`src/rtl/id_ex_skid_stage.sv`:
```
// ---------------------------------------------------------------------------
// id_ex_skid_stage
//
// ID/EX pipeline register sitting directly in front of the ALU. Holds the
// decoded operand bundle in a two-entry skid buffer (main entry M drives the
// ALU, skid entry S catches the word that was already in flight when EX
// stalled), so decode never loses a word under backpressure. A taken branch
// (flush) empties both entries.
//
// Optional feature macro: FORWARD_EN
//   When defined, a writeback (fwd_we/fwd_addr/fwd_data) patches the rs/rt
//   contents of every valid held entry, and of a word being accepted in the
//   same cycle, whose register number matches. Register 0 is never forwarded.
//   When undefined, the fwd_* ports are present but ignored.
//
// Ports:
//   clk, rst_n        clock, async active-low reset
//   in_valid/in_ready upstream handshake (in_ready registered, = !S.valid)
//   in_*              decoded fields plus rs/rt register numbers
//   flush             branch taken: discard everything held and offered
//   fwd_we/addr/data  writeback bus used for operand forwarding
//   out_valid/ready   downstream (ALU) handshake
//   out_*             head-entry fields presented to the ALU
// ---------------------------------------------------------------------------
module id_ex_skid_stage #(
    parameter int DATA_W = 32,
    parameter int REG_AW = 5
) (
    input  logic              clk,
    input  logic              rst_n,

    input  logic              in_valid,
    output logic              in_ready,
    input  logic [5:0]        in_opcode,
    input  logic [DATA_W-1:0] in_rs_content,
    input  logic [DATA_W-1:0] in_rt_content,
    input  logic [4:0]        in_shamt,
    input  logic [5:0]        in_alu_control,
    input  logic [15:0]       in_immediate,
    input  logic [REG_AW-1:0] in_rs_addr,
    input  logic [REG_AW-1:0] in_rt_addr,

    input  logic              flush,

    input  logic              fwd_we,
    input  logic [REG_AW-1:0] fwd_addr,
    input  logic [DATA_W-1:0] fwd_data,

    output logic              out_valid,
    input  logic              out_ready,
    output logic [5:0]        out_opcode,
    output logic [DATA_W-1:0] out_rs_content,
    output logic [DATA_W-1:0] out_rt_content,
    output logic [4:0]        out_shamt,
    output logic [5:0]        out_alu_control,
    output logic [15:0]       out_immediate
);

    typedef struct packed {
        logic [5:0]        opcode;
        logic [DATA_W-1:0] rs_content;
        logic [DATA_W-1:0] rt_content;
        logic [4:0]        shamt;
        logic [5:0]        alu_control;
        logic [15:0]       immediate;
        logic [REG_AW-1:0] rs_addr;
        logic [REG_AW-1:0] rt_addr;
    } bundle_t;

    bundle_t m_q, s_q;          // stored entries
    bundle_t m_d, s_d;          // next-state entries
    bundle_t in_raw, in_word;   // offered word before / after forwarding
    bundle_t m_held, s_held;    // held entries after forwarding
    logic    m_valid_q, s_valid_q;
    logic    m_valid_d, s_valid_d;
    logic    accept, consume;

    always_comb begin
        in_raw             = '0;
        in_raw.opcode      = in_opcode;
        in_raw.rs_content  = in_rs_content;
        in_raw.rt_content  = in_rt_content;
        in_raw.shamt       = in_shamt;
        in_raw.alu_control = in_alu_control;
        in_raw.immediate   = in_immediate;
        in_raw.rs_addr     = in_rs_addr;
        in_raw.rt_addr     = in_rt_addr;
    end

`ifdef FORWARD_EN
    // Replace rs/rt contents whose register number matches the writeback.
    // Both operands are patched independently; r0 is hardwired and skipped.
    function automatic bundle_t apply_fwd(
        input bundle_t           b,
        input logic              we,
        input logic [REG_AW-1:0] addr,
        input logic [DATA_W-1:0] data
    );
        bundle_t r;
        r = b;
        if (we && (addr != '0)) begin
            if (b.rs_addr == addr) r.rs_content = data;
            if (b.rt_addr == addr) r.rt_content = data;
        end
        return r;
    endfunction

    assign in_word = apply_fwd(in_raw, fwd_we, fwd_addr, fwd_data);
    // Only valid entries are patched; an empty slot keeps its stale data.
    assign m_held  = m_valid_q ? apply_fwd(m_q, fwd_we, fwd_addr, fwd_data) : m_q;
    assign s_held  = s_valid_q ? apply_fwd(s_q, fwd_we, fwd_addr, fwd_data) : s_q;
`else
    assign in_word = in_raw;
    assign m_held  = m_q;
    assign s_held  = s_q;

    logic unused_fwd;
    assign unused_fwd = ^{fwd_we, fwd_addr, fwd_data};
`endif

    assign accept  = in_valid & in_ready;
    assign consume = m_valid_q & out_ready;

    always_comb begin
        // NOTE: every output of this block gets a default first, so no path
        // leaves a variable unassigned and no latch is inferred.
        m_d       = m_held;
        s_d       = s_held;
        m_valid_d = m_valid_q;
        s_valid_d = s_valid_q;

        if (flush) begin
            // Branch taken: the head may still be consumed this cycle, but
            // nothing survives into the next one and the offered word is lost.
            m_valid_d = 1'b0;
            s_valid_d = 1'b0;
        end else if (!m_valid_q) begin
            // S is never occupied while M is empty, so M is the only target.
            if (accept) begin
                m_d       = in_word;
                m_valid_d = 1'b1;
            end
        end else if (consume) begin
            if (s_valid_q) begin
                // in_ready was low, so no accept can collide with this move.
                m_d       = s_held;
                s_valid_d = 1'b0;
            end else if (accept) begin
                m_d = in_word;
            end else begin
                m_valid_d = 1'b0;
            end
        end else if (accept) begin
            // EX stalled with M full: the in-flight word parks in S.
            s_d       = in_word;
            s_valid_d = 1'b1;
        end
    end

    always_ff @(posedge clk or negedge rst_n) begin
        if (!rst_n) begin
            // NOTE: the data entries are reset as well as the valid bits
            // because the ALU inputs must read zero while in reset.
            m_q       <= '0;
            s_q       <= '0;
            m_valid_q <= 1'b0;
            s_valid_q <= 1'b0;
            in_ready  <= 1'b1;
        end else begin
            // NOTE: non-blocking assignments so every register samples the
            // pre-edge state computed above.
            m_q       <= m_d;
            s_q       <= s_d;
            m_valid_q <= m_valid_d;
            s_valid_q <= s_valid_d;
            in_ready  <= !s_valid_d;
        end
    end

    assign out_valid       = m_valid_q;
    assign out_opcode      = m_q.opcode;
    assign out_rs_content  = m_q.rs_content;
    assign out_rt_content  = m_q.rt_content;
    assign out_shamt       = m_q.shamt;
    assign out_alu_control = m_q.alu_control;
    assign out_immediate   = m_q.immediate;

endmodule
```
`config.mk`:
```
export PLATFORM = sky130hd
export DESIGN_NAME = id_ex_skid_stage
export DESIGN_NICKNAME = d
export VERILOG_FILES = /design/src/rtl/id_ex_skid_stage.sv
export SDC_FILE = /design/constraint.sdc
export NUM_CORES = 1
export LEC_CHECK = 0
export BUFFER_PORTS_ARGS = -buffer_cell sky130_fd_sc_hd__buf_2
export CORE_MARGIN = 5
export CORE_UTILIZATION = 51
export CTS_CLUSTER_DIAMETER = 50
export DETAILED_ROUTE_END_ITERATION = 16
export PLACE_DENSITY = 0.87
export SETUP_SLACK_MARGIN = 0.4
export SYNTH_ARGS = -nofsm -noshare
export SYNTH_HDL_FRONTEND = slang
export SYNTH_SLANG_ARGS = --single-unit
```
`constraint.sdc`:
```
create_clock -name clk -period 2.18 [get_ports clk]
set_input_delay 0.545 -clock clk [delete_from_list [all_inputs] [get_ports clk]]
set_output_delay 0.545 -clock clk [all_outputs]
set_load 0.005 [all_outputs]
```
==> metrics <==
status=completed; htree depth=4; worst-margin pin slew=525 ps; share of cells above drive strength 1=48.3%; pwr/cell area=931 nW/µm²; placer congestion estimate=0.777; sequential fraction of the synthesis area=62.3%; Top Family by Delay on Critical Path=buffers and inverters; die area=18100 µm²; total core area=15200 µm²; syn avg cell area=14.5 µm²; CP max-delay cell=dfstp_2; Final Core Density=69.2%; Yosys warnings=0; CP max stage delay=560 ps; global-route wire length before repair=31200 µm; Cells after Synth=545; WP buf/inv=4; Mapped Area=7910 µm²; endpoints failing setup=0; Post-synth ARST share=100%; post-route cell area=10500 µm²; max_cap viols=0; setup TNS=0 ps; Synth Register Bits=197; number of distinct library cells after synthesis=19; die width=135 µm; commonest cells in the netlist=dfrtp_1 (196), a221o_1 (98), mux2_2 (97); Slew Limit Fails=0; share of the synthesized area in the top cell type=62.0%; Synth area leaders=dfrtp_1 (62%), mux2_2 (14%), a221o_1 (12%); GRT overflow=0; crit path launch=in_ready; FP Rows=45; Placed Area=9230 µm²; Layout Skew=9.88 ps; clock-pin slew on the worst setup and hold paths=70 ps; vias in the first global route=5834; Port Buffers=200; Pwr Total=9.79 mW; Final Hold Vio Count=0; I/O Pins=249; number of flops mapped to enable cells by yosys=0; fin crit share=89.0%; drc violations=0; worst hold-check path type=in -> async; highest fanout seen on the critical path=8; most common cell in the netlist=dfrtp_1; TritonRoute pass-1 iters=5; largest net degree at the start of global routing=98; Antenna Violating Nets Remaining=0; Initial DRC Count=464; RSZ-0062 raised after global routing=yes; TritonCTS buffer count=17; number of nets in the layout=911; post-synth top area cell=dfrtp_1; P&R area growth vs syn=32.9%; initial core utilization=52.0%; number of antenna diodes=0; final HPWL from detailed placement=12200 µm; crit path DAT=2240 ps; Peak Freq=0.515 GHz; WL final=21100 µm; Die H=135 µm; CP startpoint kind=register; critical-path cell list=nand2_4 > nor4b_4 > buf_4 > buf_6 > buf_12 > clkbuf_16 > mux2_4; initial antenna violation count=0; Clock Latency Late Sink=420 ps; Max IR drop VDD=527 µV; Fill cells=1005; r2r startpoint=in_ready; Net Count, Synth=695; ys flop type=dfrtp_1; Slew headroom=65.0%; hold buffers post-CTS=0; critical path type=reg -> reg; Via density=5.97; CTS tree=done; WL/cell=21.9 µm; Req. time, crit path=2480 ps; Leakage=5.11 nW; CTS Buffer Depth=2; Sinks on Clock Net=197; root buffer cell=clkbuf_16; CP endpoint kind=register; vias after detailed routing=5743; GRT Overall Usage=22.0%; post-route minimum period=1940 ps
[metrics by stage]
stage	cells	hold slack [ps]	worst slack (ps)
2_1_floorplan	545	249	416
3_3_place_gp	910	468	173
3_5_place_dp	910	487	111
4_1_cts	955	109	315
5_1_grt	962	121	175
6_report	962	108	240
[cell type report]
type / instances / area, µm² / area share, %
flip-flops and latches: 197 / 4930 / 46.9
well taps: 188 / 235 / 2.24
multi-input cells: 303 / 3020 / 28.7
repair buffers: 240 / 1740 / 16.6
clock buffers: 21 / 460 / 4.38
inverters: 2 / 7.51 / 0.0714
clock inverters: 11 / 123 / 1.17
[flip-flops by register name, summed over array words and instances, names as in the netlist, 5 cells and up]
name	flops
s_held	97
out_shamt	5
out_alu_control	6
out_immediate	16
out_rt_content	32
out_opcode	6
out_rs_content	32
[worst reg2reg max path: stages (launching register included)]
cell       delay, ps
dfstp_2          560
nand2_4           70
nor4b_4          290
buf_4            170
buf_6             90
buf_12           150
clkbuf_16        180
mux2_4           300
[report_power, final]
group,total [mW],internal (mW),switching (mW)
Combinational,1.79,1.13,0.668
Sequential,4.88,4.45,0.434
Clock,3.11,1.76,1.36
[cell families (layout without fill, tap and decap cells)]
| kind of cell | after synthesis | in the layout | synth area share [%] |
|---|---|---|---|
| and+or+nand+nor | 104 | 104 | 8.18 |
| muxes | 97 | 97 | 13.8 |
| DFF | 197 | 197 | 62.3 |
| AOI/OAI and AO/OA | 102 | 102 | 12.8 |
| buffers and inverters | 45 | 274 | 2.86 |
[final timing paths]
path                            depth (start not counted)                end  slack [ps]
worst min-delay path                                    1  out_rt_content[0]         110
worst max register to register                          7         s_held[18]         240
min in group clk                                        2         s_held[76]         360
worst min register to register                          1         s_held[81]         500
worst max-delay path                                    7         s_held[18]         240
max in group asynchronous                               2         s_held[12]        1420
[what timing repair did]
action / in CTS / in global routing
cloned: 7 / 6
buffers inserted: 6 / 1
resized for setup: 27 / 56
endpoints found under the setup margin: 107 / 195
pin swaps: 2 / 2
[cells in the final DEF (no fill, tap or decap)]
cell        synthesis  layout
inv_6               0       3
mux2_2             97      38
clkinvlp_4          0       1
nand2_4             0       1
a221o_4             0       1
dfrtp_1           196     196
buf_4               2      10
buf_16              0       9
clkbuf_8            0       3
clkinv_4            0       1
a31oi_1             1       1
mux2_4              0      59
nand2_1             4       3
dfstp_2             1       1
bufinv_16           0       2
a21oi_1             1       1
and4b_2             0       1
buf_12              0      10
buf_2              16     199
clkbuf_16           0      23
a211oi_4            0       1
inv_1               2       2
buf_8               0       1
buf_6               4       4
nor4b_4             0       1
a221o_1            98      97
and2_1             92      92
nand2b_1            1       1
clkinv_2            0       4
clkbuf_1           21       2
a31o_2              1       1
and2_0              5       5
[routing by layer]
layer | GRT usage (%) | up-vias | wire (µm)
met2 | 34.3 | 274 | 10100
li1 | - | 2475 | -
met1 | 29.0 | 2961 | 8920
met3 | 6.59 | 33 | 1700
met5 | 0 | - | 0
met4 | 8.94 | 0 | 388
No activity file was read; power rests on OpenSTA's default activity.
